`src/rtl/uart_pkg.sv`:
```
// Shared UART definitions: parity modes, transmitter FSM states and a
// constant-foldable ceil(log2) helper usable by both TX and RX blocks.
package uart_pkg;

    localparam int PARITY_NONE = 0;
    localparam int PARITY_EVEN = 1;
    localparam int PARITY_ODD  = 2;

    typedef enum logic [2:0] {
        ST_IDLE,
        ST_START,
        ST_DATA,
        ST_PARITY,
        ST_STOP
    } uart_state_e;

    // Smallest r with 2**r >= value; returns 0 for value <= 1.
    function automatic int clog2(input int value);
        int result;
        result = 0;
        for (int v = value - 1; v > 0; v = v >> 1) begin
            result = result + 1;
        end
        return result;
    endfunction

endpackage

```
`src/rtl/uart_tx_buffered_sync_fifo.sv`:
```
// Synchronous first-word-fall-through FIFO with occupancy level.
// Pushes while full and pops while empty are ignored.
module sync_fifo
    import uart_pkg::*;
#(
    parameter int WIDTH = 8,
    parameter int DEPTH = 8
) (
    input  logic                   clk_i,
    input  logic                   rst_ni,
    input  logic                   push_i,
    input  logic [WIDTH-1:0]       data_i,
    input  logic                   pop_i,
    output logic [WIDTH-1:0]       data_o,
    output logic                   full_o,
    output logic                   empty_o,
    output logic [clog2(DEPTH):0]  level_o
);

    localparam int PTR_W = clog2(DEPTH);
    localparam logic [PTR_W:0] LEVEL_FULL = (PTR_W + 1)'(DEPTH);

    logic [WIDTH-1:0] mem_q [DEPTH];
    logic [PTR_W-1:0] wr_ptr_q, wr_ptr_d;
    logic [PTR_W-1:0] rd_ptr_q, rd_ptr_d;
    logic [PTR_W:0]   level_q,  level_d;
    logic             do_push;
    logic             do_pop;

    assign full_o  = (level_q == LEVEL_FULL);
    assign empty_o = (level_q == '0);
    assign do_push = push_i & ~full_o;
    assign do_pop  = pop_i & ~empty_o;
    assign data_o  = mem_q[rd_ptr_q];
    assign level_o = level_q;

    // Pointer and level next-state; DEPTH is a power of two so pointers wrap naturally.
    always_comb begin
        // NOTE: every output of this block gets a default first so no path can infer a latch.
        wr_ptr_d = wr_ptr_q;
        rd_ptr_d = rd_ptr_q;
        level_d  = level_q;
        if (do_push) begin
            wr_ptr_d = wr_ptr_q + 1'b1;
        end
        if (do_pop) begin
            rd_ptr_d = rd_ptr_q + 1'b1;
        end
        case ({do_push, do_pop})
            2'b10:   level_d = level_q + 1'b1;
            2'b01:   level_d = level_q - 1'b1;
            default: level_d = level_q;
        endcase
    end

    // Control registers with synchronous active-low reset.
    always_ff @(posedge clk_i) begin
        if (!rst_ni) begin
            wr_ptr_q <= '0;
            rd_ptr_q <= '0;
            level_q  <= '0;
        end else begin
            wr_ptr_q <= wr_ptr_d;
            rd_ptr_q <= rd_ptr_d;
            level_q  <= level_d;
        end
    end

    // Storage array write port.
    always_ff @(posedge clk_i) begin
        // NOTE: storage is not reset; the level counter alone decides which entries are valid.
        if (do_push) begin
            mem_q[wr_ptr_q] <= data_i;
        end
    end

endmodule

```
`src/rtl/uart_tx_buffered.sv`:
```
// Buffered UART transmitter: a sync_fifo feeds a start/data/parity/stop
// serialiser that chains frames back-to-back while words are queued.
module uart_tx_buffered
    import uart_pkg::*;
#(
    parameter int CLOCK_FREQUENCY = 50000000,
    parameter int BAUD_RATE       = 9600,
    parameter int NR_OF_DATA_BITS = 8,
    parameter int PARITY_MODE     = 0,
    parameter int NR_OF_STOP_BITS = 1,
    parameter int FIFO_DEPTH      = 8
) (
    input  logic                        clock,
    input  logic                        reset,
    input  logic [NR_OF_DATA_BITS-1:0]  data,
    input  logic                        dataValid,
    output logic                        dataReady,
    output logic [clog2(FIFO_DEPTH):0]  fifoLevel,
    output logic                        busy,
    output logic                        tx
);

    localparam int CLOCKS_PER_BIT = CLOCK_FREQUENCY / BAUD_RATE;
    localparam int BAUD_W         = clog2(CLOCKS_PER_BIT);
    localparam int BIT_W          = clog2(NR_OF_DATA_BITS + 1);

    localparam logic [BAUD_W-1:0] BAUD_LAST = BAUD_W'(CLOCKS_PER_BIT - 1);
    localparam logic [BIT_W-1:0]  DATA_LAST = BIT_W'(NR_OF_DATA_BITS - 1);
    localparam logic [BIT_W-1:0]  STOP_LAST = BIT_W'(NR_OF_STOP_BITS - 1);

    if (CLOCKS_PER_BIT < 2) begin : g_bad_baud
        $error("uart_tx_buffered: CLOCK_FREQUENCY/BAUD_RATE must be >= 2");
    end
    if (NR_OF_DATA_BITS < 5 || NR_OF_DATA_BITS > 9) begin : g_bad_width
        $error("uart_tx_buffered: NR_OF_DATA_BITS must be 5..9");
    end
    if (PARITY_MODE != PARITY_NONE && PARITY_MODE != PARITY_EVEN &&
        PARITY_MODE != PARITY_ODD) begin : g_bad_parity
        $error("uart_tx_buffered: PARITY_MODE must be 0, 1 or 2");
    end
    if (NR_OF_STOP_BITS < 1 || NR_OF_STOP_BITS > 2) begin : g_bad_stop
        $error("uart_tx_buffered: NR_OF_STOP_BITS must be 1 or 2");
    end
    if (FIFO_DEPTH < 2 || (FIFO_DEPTH & (FIFO_DEPTH - 1)) != 0) begin : g_bad_depth
        $error("uart_tx_buffered: FIFO_DEPTH must be a power of two >= 2");
    end

    uart_state_e                state_q, state_d;
    logic [BAUD_W-1:0]          baud_q, baud_d;
    logic [BIT_W-1:0]           bit_q, bit_d;
    logic [NR_OF_DATA_BITS-1:0] shift_q, shift_d;
    logic                       parity_q, parity_d;
    logic                       tx_q, tx_d;

    logic                       fifo_full;
    logic                       fifo_empty;
    logic                       fifo_pop;
    logic [NR_OF_DATA_BITS-1:0] fifo_rdata;
    logic                       baud_end;
    logic                       load;

    sync_fifo #(
        .WIDTH (NR_OF_DATA_BITS),
        .DEPTH (FIFO_DEPTH)
    ) u_fifo (
        .clk_i   (clock),
        .rst_ni  (reset),
        .push_i  (dataValid),
        .data_i  (data),
        .pop_i   (fifo_pop),
        .data_o  (fifo_rdata),
        .full_o  (fifo_full),
        .empty_o (fifo_empty),
        .level_o (fifoLevel)
    );

    assign dataReady = ~fifo_full;
    assign busy      = (state_q != ST_IDLE) | ~fifo_empty;
    assign tx        = tx_q;
    assign baud_end  = (baud_q == BAUD_LAST);

    // Next-state logic: bit sequencing, baud timing and FIFO pop for the next frame.
    always_comb begin
        state_d  = state_q;
        baud_d   = baud_q;
        bit_d    = bit_q;
        shift_d  = shift_q;
        parity_d = parity_q;
        tx_d     = tx_q;
        load     = 1'b0;

        if (state_q != ST_IDLE) begin
            baud_d = baud_end ? '0 : baud_q + 1'b1;
        end

        case (state_q)
            ST_IDLE: begin
                tx_d = 1'b1;
                load = ~fifo_empty;
            end
            ST_START: begin
                if (baud_end) begin
                    state_d = ST_DATA;
                    bit_d   = '0;
                    tx_d    = shift_q[0];
                end
            end
            ST_DATA: begin
                if (baud_end) begin
                    if (bit_q == DATA_LAST) begin
                        bit_d = '0;
                        if (PARITY_MODE != PARITY_NONE) begin
                            state_d = ST_PARITY;
                            tx_d    = parity_q;
                        end else begin
                            state_d = ST_STOP;
                            tx_d    = 1'b1;
                        end
                    end else begin
                        bit_d   = bit_q + 1'b1;
                        shift_d = shift_q >> 1;
                        tx_d    = shift_q[1];
                    end
                end
            end
            ST_PARITY: begin
                if (baud_end) begin
                    state_d = ST_STOP;
                    bit_d   = '0;
                    tx_d    = 1'b1;
                end
            end
            ST_STOP: begin
                if (baud_end) begin
                    if (bit_q == STOP_LAST) begin
                        // Chain directly into the next start bit when data is waiting.
                        load    = ~fifo_empty;
                        state_d = ST_IDLE;
                        tx_d    = 1'b1;
                    end else begin
                        bit_d = bit_q + 1'b1;
                    end
                end
            end
            default: begin
                state_d = ST_IDLE;
                tx_d    = 1'b1;
            end
        endcase

        if (load) begin
            state_d  = ST_START;
            baud_d   = '0;
            bit_d    = '0;
            shift_d  = fifo_rdata;
            parity_d = (PARITY_MODE == PARITY_ODD) ? ~^fifo_rdata : ^fifo_rdata;
            tx_d     = 1'b0;
        end
        fifo_pop = load;
    end

    // Serialiser state register; reset forces the line idle on the same edge.
    always_ff @(posedge clock) begin
        // NOTE: sequential state uses non-blocking assignments so all registers update together.
        if (!reset) begin
            state_q  <= ST_IDLE;
            baud_q   <= '0;
            bit_q    <= '0;
            shift_q  <= '0;
            parity_q <= 1'b0;
            tx_q     <= 1'b1;
        end else begin
            state_q  <= state_d;
            baud_q   <= baud_d;
            bit_q    <= bit_d;
            shift_q  <= shift_d;
            parity_q <= parity_d;
            tx_q     <= tx_d;
        end
    end

endmodule

```
`config.mk`:
```
export PLATFORM = sky130hd
export DESIGN_NAME = uart_tx_buffered
export DESIGN_NICKNAME = d
export VERILOG_FILES = /design/src/rtl/uart_pkg.sv /design/src/rtl/uart_tx_buffered_sync_fifo.sv /design/src/rtl/uart_tx_buffered.sv
export SDC_FILE = /design/constraint.sdc
export NUM_CORES = 1
export LEC_CHECK = 0
export CAP_MARGIN = 5
export CORE_ASPECT_RATIO = 1.2
export CORE_MARGIN = 8
export CORE_UTILIZATION = 50
export DETAILED_ROUTE_END_ITERATION = 10
export PLACE_DENSITY_LB_ADDON = 0.08
export REMOVE_ABC_BUFFERS = 1
export SLEW_MARGIN = 0
export SYNTH_ARGS = -nofsm -noshare
export SYNTH_HDL_FRONTEND = slang
export SYNTH_SLANG_ARGS = --single-unit
```
`constraint.sdc`:
```
create_clock -name clock -period 3.15 [get_ports clock]
set_input_delay 0.4725 -clock clock [delete_from_list [all_inputs] [get_ports clock]]
set_output_delay 0.4725 -clock clock [all_outputs]
set_load 0.05 [all_outputs]
```
==> summary.md <==
| Metric | Value |
|---|---|
| CTS Buf Count | 9 |
| Residual DRC | 0 |
| Worst hold margin | 0.464 ns |
| Startpoint types | flip-flop |
| Hold EP | shift_q[5]$_SDFFE_PN0P_ |
| Crit Path Class | reg2reg |
| H-tree lvl count | 3 |
| Total power | 0.00338 W |
| Initial Utilization | 50.8% |
| Iteration count of the initial detailed-routing pass | 4 |
| Vias/cell | 5.43 |
| CTS clk-pin slew, worst paths | 0.10 ns |
| Worst-path maximum fanout | 5 |
| Final min period | 2.77 ns |
| GP Congestion | 0.794 |
| Hold wc startpoint | shift_q[5]$_SDFFE_PN0P_ |
| Worst slew pin tran | 0.861 ns |
| CTS tree | done |
| Leak | 1.73 nW |
| Post-DP HPWL | 5220 um |
| Antenna Cells | 0 |
| Clock sink count | 106 |
| Clk buf depth | 2 |
| Final hold violations | 0 |
| Status | complete, no violations |
| Post-synthesis cell area | 0.00454 sq mm |
| DRT Wirelength | 7880 um |
| Slew Limit Fails | 0 |
| Most common cell in the netlist | edfxtp_1 |
| Worst slew margin relative to its limit | 42.3% |
| Worst reg2reg setup slack | 0.38 ns |
| DIE AREA | 0.0124 sq mm |
| Power density over the cells | 666 mW/mm^2 |
| Synth area leader | edfxtp_1 |
| Final Skew | 0.0105 ns |
| Root Buffer | clkbuf_8 |
| Pre-CTS setup slack | 0.387 ns |
| Synth warnings | 0 |
| Max-cap violation count | 0 |
| Period utilization | 88.0% |
| Design area | 0.00507 sq mm |
| RSZ-0062 raised after global routing | false |
| Arrival @ worst endpoint | 3.06 ns |
| R2r startpoint | bit_q[0]$_SDFFE_PP0P_ |
| Commonest cells in the netlist | 64 x edfxtp_1, 42 x dfxtp_1, 26 x nor2_1 |
| Hold_buf cts | 0 |
| Post-CTS sizing | 0 |
| Seq/Total Area, Yosys | 60.8% |
| Asr flop ratio synth | 0% |
| Endpoints failing setup | 0 |
| VDD IR-drop max | 0.382 mV |
| Antenna Nets Post-Route | 0 |
| Vias | 2643 |
| Port buffer count | 17 |
| Largest net degree at the start of global routing | 25 |
| TNS Setup | 0 ns |
| # nets final | 381 |
| Die height | 120 um |
| WL/cell | 16.2 um |
| I/O Pins | 18 |
| Dpl cell area | 0.00488 sq mm |
| Die Wd | 103 um |
| Crit path from | bit_q[0]$_SDFFE_PP0P_ |
| Initial antenna violation count | 0 |
| Worst R2R End | u_fifo.level_o[2]$_SDFFE_PN0P_ |
| EDFF count, synth | 64 |
| Yosys cell types | 55 |
| #FFs+latches synth | 106 |
| Layout area overhead | 11.8% |
| CORE AREA | 0.00894 sq mm |
| Hold Path Class | reg2reg |
| Synthesized instance count | 335 |
| Worst skew pair latency | 0.36 ns |
| Main flop type after synthesis | edfxtp_1 |
| Initial detailed-routing violation count | 96 |
| Row cnt | 38 |
| Max Freq | 0.361 GHz |
| Hold Path Depth | 2 |
| Worst-case reg-to-reg path depth | 13 |
| Syn avg cell area | 13.6 sq um |
| First-pass GRT wire length | 13300 um |
| Top cells by area, synth | edfxtp_1 42%, dfxtp_1 19%, mux4_2 7.9%, ha_1 2.2%, nor2_1 2.1% |
| GRT Util Overall | 14.1% |
| Overflow after GRT | 0 |
| Vias in the first global route | 2654 |
| Layout cells sized above 1 | 17.7% |
| Worst EP required | 3.44 ns |
| Worst setup EP type | flip-flop |
| Top cell type's share of synthesized area | 42.3% |
| Setup bufs post-CTS | 0 |
| Fin worst setup slack | 0.377 ns |
area by class of cell:
class	instances	area (sq um)
repair buffers	30	268
well taps	120	150
multi-input cells	208	1680
clock inverters	7	67.6
inverters	7	26.3
flip-flops and latches	106	2760
clock buffers	9	124
fillers	774	3860
sequential cells by signal, summed over array words and instances (netlist names), named ones only:
register / flops
u_fifo.level_o: 4
shift_q: 8
baud_q: 13
u_fifo.mem_q: 64
bit_q: 4
tx: 1
state_q: 3
u_fifo.wr_ptr_q: 3
u_fifo.rd_ptr_q: 3
critical path, cell delays in order, from the launching register on:
cell	delay, ns
dfxtp_1	0.35
inv_1	0.06
ha_1	0.15
or3b_2	0.44
a21oi_1	0.25
o211ai_4	0.11
inv_1	0.09
ha_1	0.25
xor2_1	0.17
ha_1	0.15
a21oi_1	0.04
xor2_1	0.16
or3_1	0.30
a21boi_0	0.16
cells in the final DEF (no fill, tap or decap), types with 5 or more instances in the layout:
cell	n
nand2_1	13
buf_4	13
nor2_1	26
ha_1	8
nor3_1	6
mux2_2	7
and2_1	8
clkdlybuf4s50_1	17
a21oi_1	16
mux4_2	16
dfxtp_1	42
xnor2_1	8
inv_1	7
nand3_1	8
xor2_1	9
clkbuf_8	9
o21ai_0	12
mux2i_1	8
edfxtp_1	64
nand2b_1	5
per-stage QoR:
step           cells  utilization [%]
4_1_cts          487             56.8
3_3_place_gp     471             54.6
5_1_grt          487             56.8
3_5_place_dp     471             54.6
6_report         487             56.8
2_1_floorplan    321                -
cells by family (layout without fill, tap and decap cells):
group / Yosys count / in the layout / share of synthesized area (%)
DFF: 106 / 106 / 60.8
AOI/OAI and AO/OA: 48 / 48 / 6.72
and+or+nand+nor: 104 / 104 / 13.3
xor gates and xnor gates: 17 / 17 / 3.28
adders and majority gates: 8 / 8 / 2.20
muxes: 31 / 31 / 11.4
buffers and inverters: 21 / 53 / 2.23
routing by layer:
metal	vias to the layer above	track usage [%]	share of wire (%)
met5	-	0	0
met4	0	5.80	1.1
met3	5	2.93	2.7
met2	34	23.8	52
met1	1295	16.9	44
li1	1309	-	-
power by group:
group	internal (W)	leakage, nW	total, W	switching (W)
logic	0.000418	0.715	0.000894	0.000475
registers	0.00159	0.923	0.00169	0.000104
clock network	0.000307	0.0940	0.000792	0.000485
worst max-delay path by stage:
stage / end / cells past startpoint
after floorplan: u_fifo.level_o[2]$_SDFFE_PN0P_ / 10
after global placement: u_fifo.level_o[2]$_SDFFE_PN0P_ / 13
after detailed placement: u_fifo.level_o[2]$_SDFFE_PN0P_ / 13
after CTS: u_fifo.level_o[2]$_SDFFE_PN0P_ / 13
after global routing: u_fifo.level_o[2]$_SDFFE_PN0P_ / 13
final: u_fifo.level_o[2]$_SDFFE_PN0P_ / 13
(Power assumes the default switching activity.)
